===== config.mk =====
export PLATFORM = sky130hd
export DESIGN_NAME = clk_div_prog
export DESIGN_NICKNAME = d
export VERILOG_FILES = /design/src/rtl/clk_div_prog.sv
export SDC_FILE = /design/constraint.sdc
export NUM_CORES = 1
export LEC_CHECK = 0
export ABC_AREA = 1
export BUFFER_PORTS_ARGS = -buffer_cell sky130_fd_sc_hd__clkbuf_2
export CORE_UTILIZATION = 41
export CTS_CLUSTER_SIZE = 20
export DETAILED_ROUTE_END_ITERATION = 16
export GPL_ROUTABILITY_DRIVEN = 0
export HOLD_SLACK_MARGIN = 0.02
export SYNTH_ARGS = -nofsm -noshare
export SYNTH_HDL_FRONTEND = slang
export SYNTH_SLANG_ARGS = --single-unit
export TNS_END_PERCENT = 10

===== constraint.sdc =====
create_clock -name clk -period 2.2 [get_ports clk]
set_input_delay 0.44 -clock clk [delete_from_list [all_inputs] [get_ports clk]]
set_output_delay 0.44 -clock clk [all_outputs]
set_load 0.05 [all_outputs]

===== src/rtl/clk_div_prog.sv =====
// Programmable even-ratio, glitch-free clock divider with rise/fall strobes and a rising-edge phase count.
// Latency: every output is a flop; a pending ratio is applied on the next enabled falling edge of new_clk.
// Backpressure: none; en=0 freezes the divider, and ratio loads are accepted whether or not en is high.
module clk_div_prog #(
   parameter int CNT_W   = 8,
   parameter int DEF_DIV = 4
) (
   input  logic             clk,
   input  logic             clr,
   input  logic             en,
   input  logic [CNT_W-1:0] div_in,
   input  logic             div_load,
   output logic             div_ack,
   output logic             div_err,
   output logic             new_clk,
   output logic             rise_tick,
   output logic             fall_tick,
   output logic [1:0]       phase,
   output logic [CNT_W-1:0] cur_div
);

   localparam logic [CNT_W-1:0] DEF_DIV_W = CNT_W'(DEF_DIV);
   localparam logic [CNT_W-1:0] ONE_W     = CNT_W'(1);
   localparam logic [CNT_W-1:0] MIN_DIV_W = CNT_W'(2);

   logic [CNT_W-1:0] cnt;        // enabled edges since the last toggle
   logic [CNT_W-1:0] half_last;  // count value on which new_clk toggles
   logic [CNT_W-1:0] div_rnd;    // requested ratio rounded down to even
   logic [CNT_W-1:0] pend_div;   // ratio waiting for the next period boundary
   logic             pend_vld;
   logic             toggle;     // new_clk flips on this edge
   logic             boundary;   // enabled 1->0 toggle: the only point a ratio may change
   logic             load_ok;
   logic             load_bad;

   // Decode toggle point, period boundary and load legality from the current state.
   always_comb begin
      half_last = (cur_div >> 1) - ONE_W;
      toggle    = en && (cnt == half_last);
      boundary  = toggle && new_clk;
      div_rnd   = div_in & ~ONE_W;
      load_ok   = div_load && (div_rnd >= MIN_DIV_W);
      load_bad  = div_load && (div_rnd < MIN_DIV_W);
   end

   // Half-period counter, divided clock flop, edge strobes and phase count.
   always_ff @(posedge clk or posedge clr) begin
      if (clr) begin
         cnt       <= '0;
         new_clk   <= 1'b0;
         rise_tick <= 1'b0;
         fall_tick <= 1'b0;
         phase     <= 2'd0;
      end else begin
         rise_tick <= 1'b0;
         fall_tick <= 1'b0;
         if (en) begin
            if (toggle) begin
               cnt     <= '0;
               new_clk <= ~new_clk;
               if (new_clk) begin
                  fall_tick <= 1'b1;
               end else begin
                  rise_tick <= 1'b1;
                  phase     <= phase + 2'd1;
               end
            end else begin
               cnt <= cnt + ONE_W;
            end
         end
      end
   end

   // Active ratio: swapped in only at a period boundary so the following low half already uses it.
   always_ff @(posedge clk or posedge clr) begin
      if (clr) begin
         cur_div <= DEF_DIV_W;
         div_ack <= 1'b0;
      end else begin
         div_ack <= 1'b0;
         if (boundary && pend_vld) begin
            cur_div <= pend_div;
            div_ack <= 1'b1;
         end
      end
   end

   // Pending ratio: last legal load wins; a load on a boundary edge waits for the next boundary.
   always_ff @(posedge clk or posedge clr) begin
      if (clr) begin
         pend_div <= DEF_DIV_W;
         pend_vld <= 1'b0;
      end else begin
         if (load_ok) begin
            pend_div <= div_rnd;
            pend_vld <= 1'b1;
         end else if (boundary) begin
            pend_vld <= 1'b0;
         end
      end
   end

   // Rejected-load strobe for ratios that round below 2.
   always_ff @(posedge clk or posedge clr) begin
      if (clr) begin
         div_err <= 1'b0;
      end else begin
         div_err <= load_bad;
      end
   end

endmodule


* Word level (Yosys, flattened, before mapping)
Cells that the tools add are included.
** Cells by class
- Add/subtract/negate cells :: 3
- $lt $le $gt $ge :: 2
- Equal/unequal tests :: 1
- Multiplexer cells :: 10
- Bitwise gates (word level) :: 1
- Reduce and logical (&&, ||, !) cells :: 8
** Operators by type and width (count)
- two-way mux 1 bit :: 9
- adder 8 x 1 -> 8 bit, second input constant :: 1
- equality test 8 bit :: 1
- greater-or-equal comparator 8 x 2 -> 1 bit, second input constant :: 1
- less-than comparator 8 x 2 -> 1 bit, second input constant :: 1
- two-way mux 8 bit :: 1
- subtractor 7 x 1 -> 8 bit, second input constant :: 1
- logical AND 1 bit :: 5
- AND reduction 3 bit :: 1
- adder 2 x 1 -> 2 bit, second input constant :: 1
- AND reduction 2 bit :: 1
- nonzero test 2 bit :: 1
- inverter 1 bit :: 1
** Storage, ports and cells
- Register bits after elaboration :: 30
- Bits of input ports :: 12
- Output and inout bits :: 15
- Logic and storage cells :: 35

* Logic depth before layout (Yosys ltp)
- Word-level depth :: 6
- Depth in mapped cells :: 13
- Mapped depth without buffers :: 13

* Least setup slack after synthesis
OpenSTA, ideal clock, no wires.
- Path kind :: register to register
- From :: register cur_div[1]
- To :: register pend_vld
- Setup time :: 0.120 ns
- Arrival :: 1.937 ns
- Data required time :: 2.080 ns
- Path slack :: 0.143 ns
- Stages on the path, launching flop included :: 11
- Buffers on the path :: 1
- Period minus slack after synthesis :: 2.057 ns
- Cells stage by stage :: dfrtp_1 inv_2 ha_1 xnor2_1 nor2_1 nand2_1 nor2_4 nand3_4 buf_6 o21ai_2 nand2_1
** On the way
- Longest elaborated chain between the ends :: 5
** RTL lines
- start, declared :: RTL line 19 : output logic [CNT_W-1:0] cur_div
- start signal, assigned :: RTL line 82 : cur_div <= pend_div;
- subtractor 7 x 1 -> 8 bit :: RTL line 38 : half_last = (cur_div >> 1) - ONE_W;
- equality test 8 bit :: RTL line 39 : toggle = en && (cnt == half_last);
- logical AND 1 bit :: RTL line 39
- logical AND 1 bit :: RTL line 40 : boundary = toggle && new_clk;
- nonzero test 2 bit (no line)
- end signal, assigned :: RTL line 92 : pend_vld <= 1'b0;
- end signal, assigned :: RTL line 96 : pend_vld <= 1'b1;
- end signal, assigned :: RTL line 98 : pend_vld <= 1'b0;
- end, declared :: RTL line 30 : logic pend_vld;
Every way passes these cells.
A chain may end at the register's enable or synchronous reset.

* Final worst setup path
- From :: register cur_div[2]
- To :: register cur_div[4]
** On the way
- Longest elaborated chain between the ends :: 5
** RTL lines
- subtractor 7 x 1 -> 8 bit :: RTL line 38
- equality test 8 bit :: RTL line 39
- logical AND 1 bit :: RTL line 39
- logical AND 1 bit :: RTL line 40
- logical AND 1 bit :: RTL line 81 : if (boundary && pend_vld) begin
Every way passes these cells.

==> impl_metrics.json <==
{
  "status": "completed",
  "fmax_mhz": 508,
  "grt_pass1_wl_um": 5610,
  "power_leakage_nw": 1.17,
  "drv_slew": 0,
  "cts_buffer_depth": 2,
  "cp.depth": 12,
  "yosysSeqAreaShare": 0.434,
  "cp-startpoint": "cur_div[2]",
  "final-setup-viol-count": 0,
  "rows": 23,
  "grt_max_degree": 31,
  "final_util": 0.500,
  "clk_pin_slew_ns": 0.06,
  "place_hpwl_um": 2410,
  "worstReg2RegEnd": "cur_div[4]",
  "syn_inst": 230,
  "crit_chain": "inv_1 > ha_1 > nand2_1 > inv_1 > nor2_1 > nand3_1 > nor2_1 > nand2_1 > nor2_1 > nand4_2 > nand2_1 > nand2_1",
  "crit_buf_inv": 2,
  "worstPathRequired_ns": 2.36,
  "clkSinkCount": 30,
  "async_flop_share": 1.00,
  "via_per_inst": 4.58,
  "final-hold-violation-count": 0,
  "syn_avg_cell_area_sq_um": 7.55,
  "synth_warnings": 0,
  "final.setup.tns_ns": 0,
  "total_power_mw": 1.55,
  "cts_tree": "done",
  "synthAdderAreaFrac": 0.0144,
  "ir_drop_v": 0.000386,
  "slowest_stage": "dfstp_2",
  "synthTopCellsByArea": "dfrtp_1 40%, nand2_1 18%, inv_1 6.3%",
  "synth_top_cell_by_area": "dfrtp_1",
  "cp.arrival_ns": 2.13,
  "synth_top_family_by_area": "simple AND/OR/NAND/NOR gates",
  "power.density_nw_per_um2": 770,
  "synthDominantCellAreaShare": 0.403,
  "ant_nets": 0,
  "antennaDiodeCount": 0,
  "drv_cap": 0,
  "grt_pass1_vias": 1272,
  "synth-xor-area-share": 0.0562,
  "core_sq_um": 4030,
  "synth.cell_area_sq_um": 1740,
  "drc": 0,
  "nNetsFinal": 273,
  "synth_common_cells": "85 x nand2_1, 29 x inv_1, 28 x dfrtp_1",
  "synth_top_flop_cell": "dfrtp_1",
  "yosys-mux-area-fraction": 0,
  "post-route-period-util": 0.894,
  "cts_made_buffers": 5,
  "die_x_um": 67.1,
  "syn2layout_area_growth_pct": 16.0,
  "yosysMostFrequentCell": "nand2_1",
  "yosys.area_share.simple": 0.375,
  "cts-root-buf": "clkbuf_8",
  "rsz0062_at_grt": "no",
  "grt_antenna_before_repair": 0,
  "io_buffer_count": 24,
  "drt-total-wl_um": 3210,
  "wire_per_inst_um": 10.3,
  "synth-seq-cells": 30,
  "vias": 1421,
  "critPathKind": "reg -> reg",
  "die_area_sq_um": 4500,
  "track_usage": 0.170,
  "r2r_cells": 12,
  "htreeDepth": 2,
  "drt_iter0_markers": 58,
  "period_minus_slack_ns": 1.97,
  "initial_core_util": 0.431,
  "synth_edf_count": 0,
  "worst_path_most_repeated_cell": "nand2_1",
  "cp_max_fo": 8,
  "end_kind": "flop",
  "synth_compound_area_frac": 0.0295,
  "synth.distinct_cells": 31,
  "timing.rr.start": "cur_div[2]",
  "die_y_um": 67.1,
  "path_delay_family": "simple AND/OR/NAND/NOR gates",
  "grt_overflow": 0,
  "clock_latency_ns": 0.27,
  "dr.pass1.iters": 4,
  "endpoint": "cur_div[4]",
  "slowest_delay_ns": 0.57,
  "fin_skew_ns": 0.00197,
  "min_path_type": "in -> async",
  "crit_path_start_kind": "flop",
  "drive_gt1_frac": 0.204,
  "io_pins": 27,
  "r2r_slack_ns": 0.23,
  "syn_nets": 244
}
layer usage:
layer / part of all wire / GRT usage
met2: 0.47 / 0.271
met5: 0 / 0
met1: 0.49 / 0.218
met4: 0.0078 / 0.0638
met3: 0.034 / 0.0462
metrics by stage:
stage	setup slack [ns]	cells	hold slack, ns	area, sq um
after floorplan	0.143	230	0.442	1740
after global placement	0.191	300	0.452	1900
after detailed placement	0.167	300	0.458	1900
after CTS	0.154	308	0.222	1990
after global routing	0.0305	310	0.241	2010
final	0.233	310	0.210	2010
worst register-to-register path, stage by stage, from the launching register on:
cell	delay (ns)
dfstp_2	0.57
inv_1	0.06
ha_1	0.32
nand2_1	0.08
inv_1	0.04
nor2_1	0.08
nand3_1	0.08
nor2_1	0.11
nand2_1	0.06
nor2_1	0.10
nand4_2	0.20
nand2_1	0.12
nand2_1	0.06
logic make-up after synthesis:
family	Yosys count
fa+ha+maj	2
simple gates	141
other cells	1
buf+inv	38
flops	30
xor+xnor	9
compound gates	9
layout by cell type, fill, tap and decap left out, types with 2 or more instances in the layout:
| cell type | n |
|---|---|
| buf_4 | 2 |
| clkbuf_2 | 24 |
| clkbuf_8 | 6 |
| dfrtp_1 | 28 |
| dfstp_2 | 2 |
| ha_1 | 2 |
| inv_1 | 29 |
| inv_2 | 4 |
| nand2_1 | 85 |
| nand2_2 | 2 |
| nand3_1 | 14 |
| nand3b_1 | 2 |
| nand4_1 | 9 |
| nor2_1 | 18 |
| nor2_2 | 2 |
| nor2_4 | 4 |
| o21ai_0 | 4 |
| o21ai_1 | 2 |
| xnor2_1 | 4 |
| xor2_1 | 4 |
registers in the layout, summed over array words and instances (netlist names):
name,count
cur_div,7
new_clk,1
div_ack,1
cnt,8
fall_tick,1
div_err,1
rise_tick,1
phase,2
pend_div,7
pend_vld,1
cell type report:
type / instances / area [sq um]
tap: 50 / 62.6
timing repair buffer: 27 / 155
clock buffer: 7 / 86.3
inverter: 33 / 124
multi-input combinational: 162 / 828
sequential: 30 / 753
fill: 403 / 2010
clock inverter: 1 / 5.00
how the worst min path moves through the flow:
stage | from | endpoint | depth (start not counted)
2_1_floorplan | pend_div[3] | pend_div[3] | 2
4_1_cts | clr | phase[1] | 3
6_report | clr | phase[1] | 3
3_3_place_gp | pend_div[2] | pend_div[2] | 2
3_5_place_dp | pend_div[2] | pend_div[2] | 2
5_1_grt | clr | phase[0] | 3
repair_timing:
action | CTS | global route
setup endpoints to repair | 0 | 1
buffers inserted | 0 | 2
hold buffers | 0 | 0
gates resized for setup | 0 | 0
where the power goes:
part	internal (mW)	switching (mW)	leakage, nW	total (mW)
clock	0.252	0.195	0.0482	0.447
sequential	0.626	0.0997	0.381	0.726
combinational	0.159	0.219	0.746	0.378
total	1.04	0.514	1.17	1.55
Power figures use the tool's default switching activity.
